**src/rtl/multicycle_sequencer_pkg.sv**
```systemverilog
// Shared types for the multi-cycle sequencer:
// FSM states, trap cause codes and PC source select.
package seq_pkg;

  typedef enum logic [2:0] {
    S_FETCH,
    S_FWAIT,
    S_DECODE,
    S_EXEC,
    S_MEM,
    S_MWAIT,
    S_WB,
    S_TRAP
  } state_t;

  localparam logic [3:0] CAUSE_IFAULT  = 4'd1;
  localparam logic [3:0] CAUSE_ILLEGAL = 4'd2;
  localparam logic [3:0] CAUSE_LFAULT  = 4'd5;
  localparam logic [3:0] CAUSE_SFAULT  = 4'd7;

  localparam logic PC_NEXT = 1'b0;
  localparam logic PC_TRAP = 1'b1;

endpackage

```
**src/rtl/multicycle_sequencer_if.sv**
```systemverilog
// Instruction and data bus request/grant/response
// handshakes between sequencer (master) and bus.
interface multicycle_sequencer_if;

  logic imem_req;
  logic imem_gnt;
  logic imem_rvalid;
  logic dmem_req;
  logic dmem_we;
  logic dmem_gnt;
  logic dmem_rvalid;

  modport master (
    output imem_req,
    output dmem_req,
    output dmem_we,
    input  imem_gnt,
    input  imem_rvalid,
    input  dmem_gnt,
    input  dmem_rvalid
  );

  modport slave (
    input  imem_req,
    input  dmem_req,
    input  dmem_we,
    output imem_gnt,
    output imem_rvalid,
    output dmem_gnt,
    output dmem_rvalid
  );

endinterface

```
**src/rtl/multicycle_sequencer_watchdog.sv**
```systemverilog
// Counts consecutive waiting cycles without the
// awaited bus event; flags expiry on the last one.
module bus_watchdog #(
  parameter int TIMEOUT = 16
) (
  input  logic clk,
  input  logic rstn,
  input  logic clr,
  input  logic wait_en,
  input  logic evt,
  output logic expire
);

  localparam int W = $clog2(TIMEOUT);
  localparam logic [W-1:0] LAST = W'(TIMEOUT - 1);

  logic [W-1:0] cnt;

  // the event wins over an expiry in the same cycle
  assign expire = wait_en & ~evt & (cnt == LAST);

  always_ff @(posedge clk or negedge rstn) begin
    if (!rstn) begin
      cnt <= '0;
    end else if (clr) begin
      cnt <= '0;
    end else if (wait_en & ~evt) begin
      cnt <= cnt + 1'b1;
    end
  end

endmodule

```
**src/rtl/multicycle_sequencer.sv**
```systemverilog
// Multi-cycle control FSM: fetch/decode/exec/mem/wb,
// bus handshakes, trap path and cycle/instret counters.
module multicycle_sequencer
  import seq_pkg::*;
#(
  parameter int TIMEOUT = 16,
  parameter int CNT_W   = 64
) (
  input  logic                 clk,
  input  logic                 rstn,
  multicycle_sequencer_if.master bus,
  input  logic                 dec_illegal,
  input  logic                 dec_load,
  input  logic                 dec_store,
  input  logic                 dec_rf_wb,
  output logic                 ir_we,
  output logic                 pc_we,
  output logic                 pc_sel,
  output logic                 rf_we,
  output logic                 trap,
  output logic [3:0]           trap_cause,
  output logic                 busy,
  output logic [CNT_W-1:0]     cycle_cnt,
  output logic [CNT_W-1:0]     instret_cnt
);

  state_t     state;
  state_t     nxt;
  logic       wait_en;
  logic       evt;
  logic       expire;
  logic [3:0] fault;

  always_comb begin
    wait_en = 1'b0;
    evt     = 1'b0;
    fault   = CAUSE_IFAULT;
    unique case (state)
      S_FETCH: begin
        wait_en = bus.imem_req;
        evt     = bus.imem_gnt;
      end
      S_FWAIT: begin
        wait_en = 1'b1;
        evt     = bus.imem_rvalid;
      end
      S_MEM: begin
        wait_en = 1'b1;
        evt     = bus.dmem_gnt;
        fault   = dec_store ? CAUSE_SFAULT
                            : CAUSE_LFAULT;
      end
      S_MWAIT: begin
        wait_en = 1'b1;
        evt     = bus.dmem_rvalid;
        fault   = dec_store ? CAUSE_SFAULT
                            : CAUSE_LFAULT;
      end
      default: ;
    endcase
  end

  always_comb begin
    nxt = state;
    unique case (state)
      S_FETCH:
        if (bus.imem_req & bus.imem_gnt)
          nxt = S_FWAIT;
      S_FWAIT:
        if (bus.imem_rvalid) nxt = S_DECODE;
      S_DECODE:
        nxt = dec_illegal ? S_TRAP : S_EXEC;
      S_EXEC:
        nxt = (dec_load | dec_store) ? S_MEM
                                     : S_WB;
      S_MEM:
        if (bus.dmem_gnt) nxt = S_MWAIT;
      S_MWAIT:
        if (bus.dmem_rvalid) nxt = S_WB;
      default:
        nxt = S_FETCH;
    endcase
    if (expire) nxt = S_TRAP;
  end

  bus_watchdog #(
    .TIMEOUT (TIMEOUT)
  ) u_wdog (
    .clk     (clk),
    .rstn    (rstn),
    .clr     (nxt != state),
    .wait_en (wait_en),
    .evt     (evt),
    .expire  (expire)
  );

  // IR must capture the word in the cycle rvalid is seen
  assign ir_we = (state == S_FWAIT) & bus.imem_rvalid;

  always_ff @(posedge clk or negedge rstn) begin
    if (!rstn) begin
      state        <= S_FETCH;
      bus.imem_req <= 1'b0;
      bus.dmem_req <= 1'b0;
      bus.dmem_we  <= 1'b0;
      pc_we        <= 1'b0;
      pc_sel       <= PC_NEXT;
      rf_we        <= 1'b0;
      trap         <= 1'b0;
      trap_cause   <= '0;
      busy         <= 1'b0;
      cycle_cnt    <= '0;
      instret_cnt  <= '0;
    end else begin
      state        <= nxt;
      bus.imem_req <= (nxt == S_FETCH);
      bus.dmem_req <= (nxt == S_MEM);
      bus.dmem_we  <= (nxt == S_MEM) & dec_store;
      busy         <= (nxt != S_FETCH);
      pc_we        <= (nxt == S_WB) |
                      (nxt == S_TRAP);
      pc_sel       <= (nxt == S_TRAP) ? PC_TRAP
                                      : PC_NEXT;
      rf_we        <= (nxt == S_WB) & dec_rf_wb &
                      ~dec_store;
      trap         <= (nxt == S_TRAP);
      if (nxt == S_TRAP)
        trap_cause <= expire ? fault : CAUSE_ILLEGAL;
      cycle_cnt    <= cycle_cnt + 1'b1;
      if (state == S_WB)
        instret_cnt <= instret_cnt + 1'b1;
    end
  end

endmodule

```
**src/flat_wrapper.sv**
```systemverilog
// flat-port wrapper written by rule: the top's interface ports become plain ports
module multicycle_sequencer_flat import seq_pkg::*;
#(
  parameter int TIMEOUT = 16,
  parameter int CNT_W   = 64
)
  (clk, rstn, dec_illegal, dec_load, dec_store, dec_rf_wb, ir_we, pc_we, pc_sel, rf_we, trap, trap_cause, busy, cycle_cnt, instret_cnt, bus_imem_req, bus_dmem_req, bus_dmem_we, bus_imem_gnt, bus_imem_rvalid, bus_dmem_gnt, bus_dmem_rvalid);
  multicycle_sequencer_if bus_i ();
  input  logic clk;
  input  logic rstn;
  input  logic dec_illegal;
  input  logic dec_load;
  input  logic dec_store;
  input  logic dec_rf_wb;
  output logic ir_we;
  output logic pc_we;
  output logic pc_sel;
  output logic rf_we;
  output logic trap;
  output logic [3:0] trap_cause;
  output logic busy;
  output logic [CNT_W-1:0] cycle_cnt;
  output logic [CNT_W-1:0] instret_cnt;
  output wire logic [$bits(bus_i.imem_req)-1:0] bus_imem_req;
  output wire logic [$bits(bus_i.dmem_req)-1:0] bus_dmem_req;
  output wire logic [$bits(bus_i.dmem_we)-1:0] bus_dmem_we;
  input wire logic [$bits(bus_i.imem_gnt)-1:0] bus_imem_gnt;
  input wire logic [$bits(bus_i.imem_rvalid)-1:0] bus_imem_rvalid;
  input wire logic [$bits(bus_i.dmem_gnt)-1:0] bus_dmem_gnt;
  input wire logic [$bits(bus_i.dmem_rvalid)-1:0] bus_dmem_rvalid;
  assign bus_imem_req = bus_i.imem_req;
  assign bus_dmem_req = bus_i.dmem_req;
  assign bus_dmem_we = bus_i.dmem_we;
  assign bus_i.imem_gnt = bus_imem_gnt;
  assign bus_i.imem_rvalid = bus_imem_rvalid;
  assign bus_i.dmem_gnt = bus_dmem_gnt;
  assign bus_i.dmem_rvalid = bus_dmem_rvalid;
  multicycle_sequencer #(.TIMEOUT(TIMEOUT), .CNT_W(CNT_W)) u_core (.clk(clk), .rstn(rstn), .bus(bus_i), .dec_illegal(dec_illegal), .dec_load(dec_load), .dec_store(dec_store), .dec_rf_wb(dec_rf_wb), .ir_we(ir_we), .pc_we(pc_we), .pc_sel(pc_sel), .rf_we(rf_we), .trap(trap), .trap_cause(trap_cause), .busy(busy), .cycle_cnt(cycle_cnt), .instret_cnt(instret_cnt));
endmodule
```
**config.mk**
```make
export PLATFORM = sky130hd
export DESIGN_NAME = multicycle_sequencer_flat
export DESIGN_NICKNAME = d
export VERILOG_FILES = /design/src/rtl/multicycle_sequencer_pkg.sv /design/src/rtl/multicycle_sequencer_if.sv /design/src/rtl/multicycle_sequencer_watchdog.sv /design/src/rtl/multicycle_sequencer.sv /design/src/flat_wrapper.sv
export SDC_FILE = /design/constraint.sdc
export NUM_CORES = 1
export LEC_CHECK = 0
export CORE_MARGIN = 10
export CORE_UTILIZATION = 50
export CTS_CLUSTER_SIZE = 30
export DETAILED_ROUTE_END_ITERATION = 8
export DONT_BUFFER_PORTS = 1
export MAX_ROUTING_LAYER = met4
export PLACE_DENSITY = 0.78
export SETUP_SLACK_MARGIN = 0.02
export SYNTH_ARGS = -nofsm -noshare
export SYNTH_HDL_FRONTEND = slang
export SYNTH_SLANG_ARGS = --single-unit
```
**constraint.sdc**
```tcl
create_clock -name clk -period 2.3 [get_ports clk]
set_clock_uncertainty 0.1 [all_clocks]
set_input_delay 0.115 -clock clk [delete_from_list [all_inputs] [get_ports clk]]
set_output_delay 0.115 -clock clk [all_outputs]
set_load 0.01 [all_outputs]
```
==> impl_metrics.json, run 1 <==
{
  "status": "complete, but fails checks",
  "violations": "hold timing",
  "r2r_end": "u_core.rf_we$_DFF_PN0_",
  "crit_fanout": 10,
  "gp_congestion": 0.8839,
  "ctsRootBufferMaster": "clkbuf_16",
  "dr.pass1.iters": 5,
  "drv_cap": 0,
  "cts_tree": "done",
  "fmax_mhz": 449.4,
  "remaining_drc_errors": 0,
  "r2r_cells": 7,
  "routed_wl_mm": 17.21,
  "die_area_um2": 18680,
  "peakVddDrop_mv": 0.7535,
  "core_um2": 13300,
  "startpoint_type": "flip-flop",
  "synth_edf_count": 0,
  "antenna_found_initial": 0,
  "crit_family": "buffers and inverters",
  "post-route-period-util_pct": 96.75,
  "first_global_vias": 5186,
  "clk_pin_slew_ns": 0.06,
  "cts.sinks": 145,
  "cpMostUsedCell": "buf_4",
  "grt_util_all_layers_pct": 18.95,
  "nets": 731,
  "clk_path_buf_depth": 2,
  "slew_violations": 0,
  "cp-end-kind": "flip-flop",
  "synth_seq_area_share_pct": 53.30,
  "setup_viol": 0,
  "fin_util_pct": 61.65,
  "start_util_pct": 51.20,
  "num_antenna_cells": 0,
  "area_growth_pct": 20.40,
  "rows": 42,
  "drive_gt1_share_pct": 17.95,
  "cp_cell_sequence": "buf_4 -> nor2b_1 -> o21ai_0 -> nand3_1 -> buf_4 -> nor4b_1 -> dlygate4sd3_1",
  "p_total_mw": 6.312,
  "hold_slack_ns": -0.7108,
  "grt_pass1_wl_mm": 27.28,
  "die_x_um": 136.7,
  "r2r_start": "u_core.state[0]$_DFF_PN0_",
  "ys_top_cells_by_count": "dfrtp_1, xnor2_1, nand2_1",
  "synth_nets": 648,
  "synth_most_common_cell": "dfrtp_1",
  "h-tree-depth": 4,
  "synth_top_area_share_pct": 53.30,
  "overflow": 0,
  "cp.depth": 7,
  "io_buffers": 0,
  "yosysTopAreaCell": "dfrtp_1",
  "r2r_setup_slack_ns": 0.07,
  "ys_seq_elements": 145,
  "ys_types": 50,
  "cellPowerDensity_nw_per_um2": 770.1,
  "cts_made_buffers": 17,
  "synth_flop_cell": "dfrtp_1",
  "netlist_top_cells_area": "dfrtp_1, xnor2_1, xor2_1, nand3_1, nand2_1",
  "ant_nets": 0,
  "worst-path-buf-inv": 3,
  "rsz0062_at_grt": "true",
  "power_leakage_nw": 3.925,
  "drt-vias-per-instance": 5.585,
  "hold_viol": 145,
  "first_iter_violations": 340,
  "holdBufCountCts": 5,
  "async_reset_ff_share_pct": 100.0,
  "postSynthCellCount": 635,
  "insertion_delay_ns": 0.42,
  "crit_type": "flip-flop to flip-flop",
  "wire_per_inst_um": 18.99,
  "mappedNetlistArea_um2": 6808,
  "critical-path-slowest-cell": "dlygate4sd3_1",
  "synth_warnings": 0,
  "avgSynthCellArea_um2": 10.72,
  "via_count": 5060,
  "die_y_um": 136.7,
  "fin_crit_ns": 2.225,
  "io_pins": 151,
  "cpPeakStageDelay_ns": 0.61,
  "dp_hpwl_mm": 12.66,
  "grt_start_max_net_pins": 146,
  "critPathRequiredTime_ns": 2.55,
  "hp-class": "input pin to asynchronous set/reset pin",
  "worstPathArrival_ns": 2.47
}
power by group:
part | internal (mW) | switching (mW) | total (mW)
registers | 2.67 | 0.150 | 2.82
logic | 0.314 | 0.398 | 0.712
clock network | 1.73 | 1.05 | 2.78
total | 4.71 | 1.60 | 6.31
routing by layer:
metal / vias to the layer above / GRT usage [%] / part of all wire (%)
met2: 161 / 30.52 / 50
li1: 2381 / - / -
met1: 2491 / 20.11 / 37
met3: 27 / 9.091 / 11
met5: - / - / 0
met4: 0 / 6.391 / 1.9
final cells by class:
cell class                      count  area [um^2]
Timing Repair Buffer               79        605.6
Inverter                           17        63.81
Tap cell                          176        220.2
Fill cell                        1031         5099
Sequential cell                   145         3630
Multi-Input combinational cell    458         3077
Clock inverter                     13        161.4
Clock buffer                       18        439.2
registers in the layout, summed over array words and instances, names as in the netlist:
name and cells:
u_core.bus.dmem_req 1, u_core.bus.dmem_we 1, u_core.bus.imem_req 1, u_core.busy 1, u_core.cycle_cnt 64, u_core.instret_cnt 64
u_core.pc_sel 1, u_core.pc_we 1, u_core.rf_we 1, u_core.state 3, u_core.trap_cause 3, u_core.u_wdog.cnt 4
placed cells by master (no fill, tap or decap), drive strengths merged, types with 8 or more instances in the layout:
cell type,netlist,routed
dfrtp,145,145
buf,7,74
xnor2,68,68
nand2,61,61
xor2,57,57
nand3,51,51
nor2,43,43
nand4,31,31
nor3,29,29
nor4,19,19
inv,17,18
clkbuf,8,18
and3,17,17
and4,16,16
and2,10,10
clkinv,0,8
kinds of logic (layout without fill, tap and decap cells):
group	Yosys count	count (layout)	synth area share, %
compound gates	23	23	2.242
buf+inv	32	127	2.371
fa+ha+maj	3	3	0.5514
flops	145	145	53.30
other cells	1	1	0.05508
xor+xnor	125	125	16.08
simple gates	304	304	25.07
mux	2	2	0.3308
repair_timing:
action | in CTS | in global routing
endpoints found under the setup margin | 1 | 21
pin swaps | 1 | 3
resized for setup | 0 | 12
endpoints found under the hold margin | 157 | 145
setup buffers | 0 | 4
stage by stage:
| stage | TNS [ns] | setup slack, ns | hold slack, ns | instance area [um^2] | cells |
|---|---|---|---|---|---|
| finish | 0 | 0.07483 | -0.7108 | 8197 | 906 |
| floorplan | 0 | 0.09968 | -0.2806 | 6808 | 635 |
| detailed placement | 0 | 0.01426 | -0.2757 | 7456 | 866 |
| global route | -0.02219 | -0.01331 | -0.7372 | 8197 | 906 |
| global placement | 0 | 0.08863 | -0.2761 | 7456 | 866 |
| CTS | 0 | 0.02100 | -0.7283 | 8107 | 902 |
how the worst max path moves through the flow:
stage / startpoint / endpoint
after floorplan: u_core.cycle_cnt[31]$_DFF_PN0_ / u_core.cycle_cnt[61]$_DFF_PN0_
after detailed placement: u_core.instret_cnt[30]$_DFFE_PN0N_ / u_core.instret_cnt[63]$_DFFE_PN0N_
after global routing: u_core.state[2]$_DFF_PN0_ / u_core.instret_cnt[63]$_DFFE_PN0N_
after CTS: u_core.instret_cnt[30]$_DFFE_PN0N_ / u_core.instret_cnt[63]$_DFFE_PN0N_
after global placement: u_core.instret_cnt[12]$_DFFE_PN0N_ / u_core.instret_cnt[63]$_DFFE_PN0N_
final: u_core.state[0]$_DFF_PN0_ / u_core.rf_we$_DFF_PN0_
Note: power is estimated with default switching activity, not from simulation.
==> run 2: changes to the inputs <==
Settings changed: CELL_PAD_IN_SITES_DETAIL_PLACEMENT set to 1, CELL_PAD_IN_SITES_GLOBAL_PLACEMENT set to 1, CORE_ASPECT_RATIO set to 1.25, CORE_UTILIZATION 50 to 44, PLACE_DENSITY 0.78 to 0.85.
==> impl_metrics.json, run 2 (synthesis results as in run 1) <==
{
  "grt_util_all_layers_pct": 19.94,
  "violations": "hold timing",
  "routed_wl_mm": 20.41,
  "ctsRootBufferMaster": "clkbuf_16",
  "rows": 50,
  "cts_tree": "done",
  "die_area_um2": 20880,
  "h-tree-depth": 4,
  "ant_nets": 0,
  "critical-path-slowest-cell": "or3b_2",
  "final_cell_mix": "dfrtp_1, buf_4, xnor2_1",
  "cts.sinks": 145,
  "first_global_vias": 5856,
  "num_antenna_cells": 0,
  "io_pins": 151,
  "antenna_found_initial": 0,
  "nets": 734,
  "first_iter_violations": 311,
  "die_y_um": 159.1,
  "slew_violations": 0,
  "critPathRequiredTime_ns": 2.48,
  "remaining_drc_errors": 0,
  "drt-vias-per-instance": 5.606,
  "clk_pin_slew_ns": 0.06,
  "dp_hpwl_mm": 14.87,
  "grt_pass1_wl_mm": 32.98,
  "hold_viol": 145,
  "worstPathArrival_ns": 2.43,
  "cts_made_buffers": 17,
  "drive_gt1_share_pct": 18.12,
  "hold_slack_ns": -0.7069,
  "crit_fanout": 6,
  "dr.pass1.iters": 4,
  "via_count": 5281,
  "cp-end-kind": "flip-flop",
  "post-route-period-util_pct": 97.86,
  "mostFrequentLayoutCell": "dfrtp_1",
  "peakVddDrop_mv": 0.5809,
  "cellPowerDensity_nw_per_um2": 778.1,
  "fillers": 1629,
  "grt_start_max_net_pins": 146,
  "crit_type": "flip-flop to flip-flop",
  "status": "complete, but fails checks",
  "power_leakage_nw": 3.938,
  "gp_congestion": 0.8922,
  "rsz0062_at_grt": "true",
  "fmax_mhz": 444.3,
  "overflow": 0,
  "setup_viol": 0,
  "clk_path_buf_depth": 2,
  "cpPeakStageDelay_ns": 0.51,
  "hp-class": "input pin to asynchronous set/reset pin",
  "cp_cell_sequence": "or3b_2 -> a31o_2 -> or4_1 -> o211ai_1 -> a221oi_1",
  "wire_per_inst_um": 21.67,
  "multi_input_area_um2": 3068,
  "insertion_delay_ns": 0.41,
  "start_util_pct": 45.15,
  "io_buffers": 0,
  "tns_ns": 0,
  "fin_crit_ns": 2.251,
  "crit_family": "simple AND/OR/NAND/NOR gates",
  "drv_cap": 0,
  "top_regs": "u_core.cycle_cnt x64, u_core.instret_cnt x64, u_core.u_wdog.cnt x4",
  "core_um2": 15080,
  "seqCellArea_um2": 3630,
  "worst-path-buf-inv": 0,
  "area_growth_pct": 21.39,
  "p_total_mw": 6.431,
  "die_x_um": 131.3,
  "startpoint_type": "flip-flop"
}
## run 2: report_power, final
part | leakage (nW) | switching [mW] | internal (mW)
clock | 0.301 | 1.06 | 1.83
combinational | 1.65 | 0.436 | 0.306
sequential | 1.99 | 0.134 | 2.67
## run 2: path summary, 6_finish.rpt
kind	from	cells past startpoint	to	slack [ns]
hold / removal	rstn	0	u_core.cycle_cnt[27]$_DFF_PN0_	-0.71
setup / recovery	u_core.state[2]$_DFF_PN0_	5	u_core.u_wdog.cnt[2]$_DFFE_PN0P_	0.05
hold reg to reg	u_core.u_wdog.cnt[2]$_DFFE_PN0P_	1	u_core.u_wdog.cnt[2]$_DFFE_PN0P_	0.41
max in group asynchronous	rstn	0	u_core.instret_cnt[24]$_DFFE_PN0N_	2.61
setup reg to reg	u_core.state[2]$_DFF_PN0_	5	u_core.u_wdog.cnt[2]$_DFFE_PN0P_	0.05
min in group clk	dec_store	3	u_core.state[1]$_DFF_PN0_	0.03
## run 2: final cells by class
| type | count | area share (%) |
|---|---|---|
| Sequential cell | 145 | 43.92 |
| Multi-Input combinational cell | 458 | 37.12 |
| Timing Repair Buffer | 82 | 7.570 |
| Clock buffer | 24 | 5.950 |
| Tap cell | 208 | 3.149 |
| Clock inverter | 8 | 1.514 |
| Inverter | 17 | 0.7721 |
## run 2: what timing repair did
| item | CTS | global route |
|---|---|---|
| endpoints found under the setup margin | 1 | 15 |
| gates cloned | 0 | 0 |
| hold buffers | 4 | 1 |
| pin swaps | 0 | 2 |
| buffers inserted | 0 | 4 |
| hold endpoints to repair | 154 | 146 |
| resized for setup | 1 | 10 |
## run 2: routing by layer
metal | vias to the layer above | wire (um) | GRT usage, %
met3 | 42 | 1568 | 6.967
li1 | 2377 | - | -
met2 | 156 | 11060 | 34.84
met4 | 0 | 541 | 7.548
met1 | 2706 | 7244 | 20.07
met5 | - | 0 | -
## run 2: worst register-to-register path: cells and delay by family, from the launching register on
family | cells | cell delay, ns
flip-flops | 1 | 0.44
AO/OA/AOI/OAI | 3 | 0.65
AND/OR/NAND/NOR | 2 | 0.93
## run 2: through the flow
| stage | instances | utilization, % | cell area [um^2] | setup WS [ns] |
|---|---|---|---|---|
| after floorplan | 635 | - | 6808 | 0.09968 |
| after global placement | 902 | 49.96 | 7532 | 0.1372 |
| after detailed placement | 902 | 49.96 | 7532 | 0.02774 |
| after CTS | 938 | 54.36 | 8195 | 0.02207 |
| after global routing | 942 | 54.81 | 8264 | -0.002828 |
| final | 942 | 54.81 | 8264 | 0.04914 |
==> run 3: changes to the inputs <==
Settings changed: GPL_TIMING_DRIVEN set to 0, PLACE_DENSITY 0.85 to not set, PLACE_DENSITY_LB_ADDON set to 0.1.
==> impl_metrics.json, run 3 (synthesis results as in run 1) <==
{
  "routed-wl-met2_mm": 9.890,
  "nets": 686,
  "clk_pin_slew_ns": 0.06,
  "route.met3.wl_mm": 1.573,
  "rows": 50,
  "fin_util_pct": 52.96,
  "die_x_um": 131.3,
  "top_layer": "met4",
  "h-tree-depth": 4,
  "dr.pass1.iters": 4,
  "r2r_start": "u_core.state[2]$_DFF_PN0_",
  "critPathRequiredTime_ns": 2.46,
  "die_y_um": 159.1,
  "setup_viol": 0,
  "overflow": 0,
  "hp-class": "input pin to asynchronous set/reset pin",
  "top_regs": "u_core.cycle_cnt x64, u_core.instret_cnt x64, u_core.u_wdog.cnt x4",
  "crit_family": "simple AND/OR/NAND/NOR gates",
  "fmax_mhz": 455.2,
  "cp-end-kind": "flip-flop",
  "fin_crit_ns": 2.197,
  "io_pins": 151,
  "worst-path-buf-inv": 0,
  "first_global_vias": 5402,
  "grt_start_max_net_pins": 146,
  "die_area_um2": 20880,
  "drv_cap": 0,
  "fillers": 1574,
  "ant_nets": 0,
  "insertion_delay_ns": 0.41,
  "cellPowerDensity_nw_per_um2": 757.4,
  "cts_made_buffers": 17,
  "cp_cell_sequence": "mux2_2 -> and2_1 -> or4_1 -> o211ai_1 -> a221oi_1",
  "drt-vias-per-instance": 5.454,
  "via_count": 4870,
  "start_util_pct": 45.15,
  "crit_fanout": 6,
  "post-route-period-util_pct": 95.51,
  "violations": "hold timing",
  "io_buffers": 0,
  "crit_path_start": "u_core.state[2]$_DFF_PN0_",
  "first_iter_violations": 178,
  "cts_tree": "done",
  "drt-met1-wl_mm": 6.700,
  "wire_per_inst_um": 20.61,
  "clk_path_buf_depth": 2,
  "grt_util_all_layers_pct": 18.20,
  "drive_gt1_share_pct": 17.81,
  "crit_type": "flip-flop to flip-flop",
  "grt_pass1_wl_mm": 30.01,
  "dp_hpwl_mm": 13.54,
  "peakVddDrop_mv": 0.4402,
  "ctsRootBufferMaster": "clkbuf_16",
  "cts.sinks": 145,
  "power_leakage_nw": 3.652,
  "status": "complete, but fails checks",
  "critical-path-slowest-cell": "or4_1",
  "remaining_drc_errors": 0,
  "final_cell_mix": "dfrtp_1, xnor2_1, nand2_1",
  "routed_wl_mm": 18.41,
  "antenna_found_initial": 0,
  "core_um2": 15080,
  "cpPeakStageDelay_ns": 0.53,
  "rsz0062_at_grt": "true",
  "slew_violations": 0,
  "gp_congestion": 0.7989,
  "startpoint_type": "flip-flop",
  "mostFrequentLayoutCell": "dfrtp_1",
  "hold_viol": 145,
  "area_growth_pct": 17.29,
  "worstPathArrival_ns": 2.36,
  "hold_slack_ns": -0.7050,
  "num_antenna_cells": 0
}
-- run 3: cell count changes in the layout (fill, tap and decap cells not counted), moves of 3 or more --
cell / previous run / this run
and4_1: 16 / 12
nor4_4: 5 / 8
buf_4: 78 / 21
clkbuf_2: 0 / 4
dfrtp_2: 1 / 31
dfrtp_1: 144 / 114
clkbuf_1: 3 / 7
-- run 3: cell type report --
| class | count | area, um^2 | share of cell area (%) |
|---|---|---|---|
| Timing Repair Buffer | 23 | 185.2 | 2.319 |
| Tap cell | 208 | 260.3 | 3.259 |
| Clock buffer | 26 | 489.2 | 6.127 |
| Multi-Input combinational cell | 458 | 3177 | 39.78 |
| Buffer | 11 | 88.84 | 1.113 |
| Sequential cell | 145 | 3667 | 45.93 |
| Inverter | 17 | 63.81 | 0.7991 |
| Clock inverter | 5 | 53.80 | 0.6738 |
-- run 3: repair_timing --
item / in CTS / in global routing
hold buffers: 4 / 1
gates cloned: 0 / 0
buffers inserted: 7 / 11
resized for setup: 25 / 52
endpoints found under the setup margin: 64 / 60
hold endpoints to repair: 155 / 146
pin swaps: 9 / 7
-- run 3: routing by layer --
layer / vias to the layer above / GRT usage (%)
met5: - / -
met4: 0 / 5.572
met1: 2465 / 18.31
met3: 17 / 7.976
li1: 2280 / -
met2: 108 / 31.24
-- run 3: through the flow --
step | std cells | worst slack (ns) | power, mW | setup TNS (ns) | cell area (um^2)
2_1_floorplan | 635 | 0.09968 | 3.274 | 0 | 6808
3_3_place_gp | 843 | -0.4306 | 3.421 | -7.497 | 7068
3_5_place_dp | 843 | -0.4666 | 3.456 | -11.05 | 7068
4_1_cts | 882 | 0.02352 | 6.083 | 0 | 7761
5_1_grt | 893 | 0.01095 | 6.356 | 0 | 7985
6_report | 893 | 0.1033 | 6.048 | 0 | 7985
-- run 3: worst paths after layout --
kind,cells after the start,endpoint,slack [ns]
worst min-delay path,0,u_core.cycle_cnt[9]$_DFF_PN0_,-0.71
worst max-delay path,5,u_core.u_wdog.cnt[2]$_DFFE_PN0P_,0.10
worst max register to register,5,u_core.u_wdog.cnt[2]$_DFFE_PN0P_,0.10
worst min register to register,1,u_core.cycle_cnt[27]$_DFF_PN0_,0.42
max in group asynchronous,0,u_core.instret_cnt[28]$_DFFE_PN0N_,2.62
min in group clk,4,u_core.rf_we$_DFF_PN0_,0.07
-- run 3: power breakdown --
| part | total [mW] | leakage (nW) | internal (mW) | switching [mW] |
|---|---|---|---|---|
| sequential | 2.83 | 1.94 | 2.67 | 0.157 |
| clock | 2.56 | 0.268 | 1.56 | 0.996 |
| combinational | 0.661 | 1.44 | 0.265 | 0.397 |
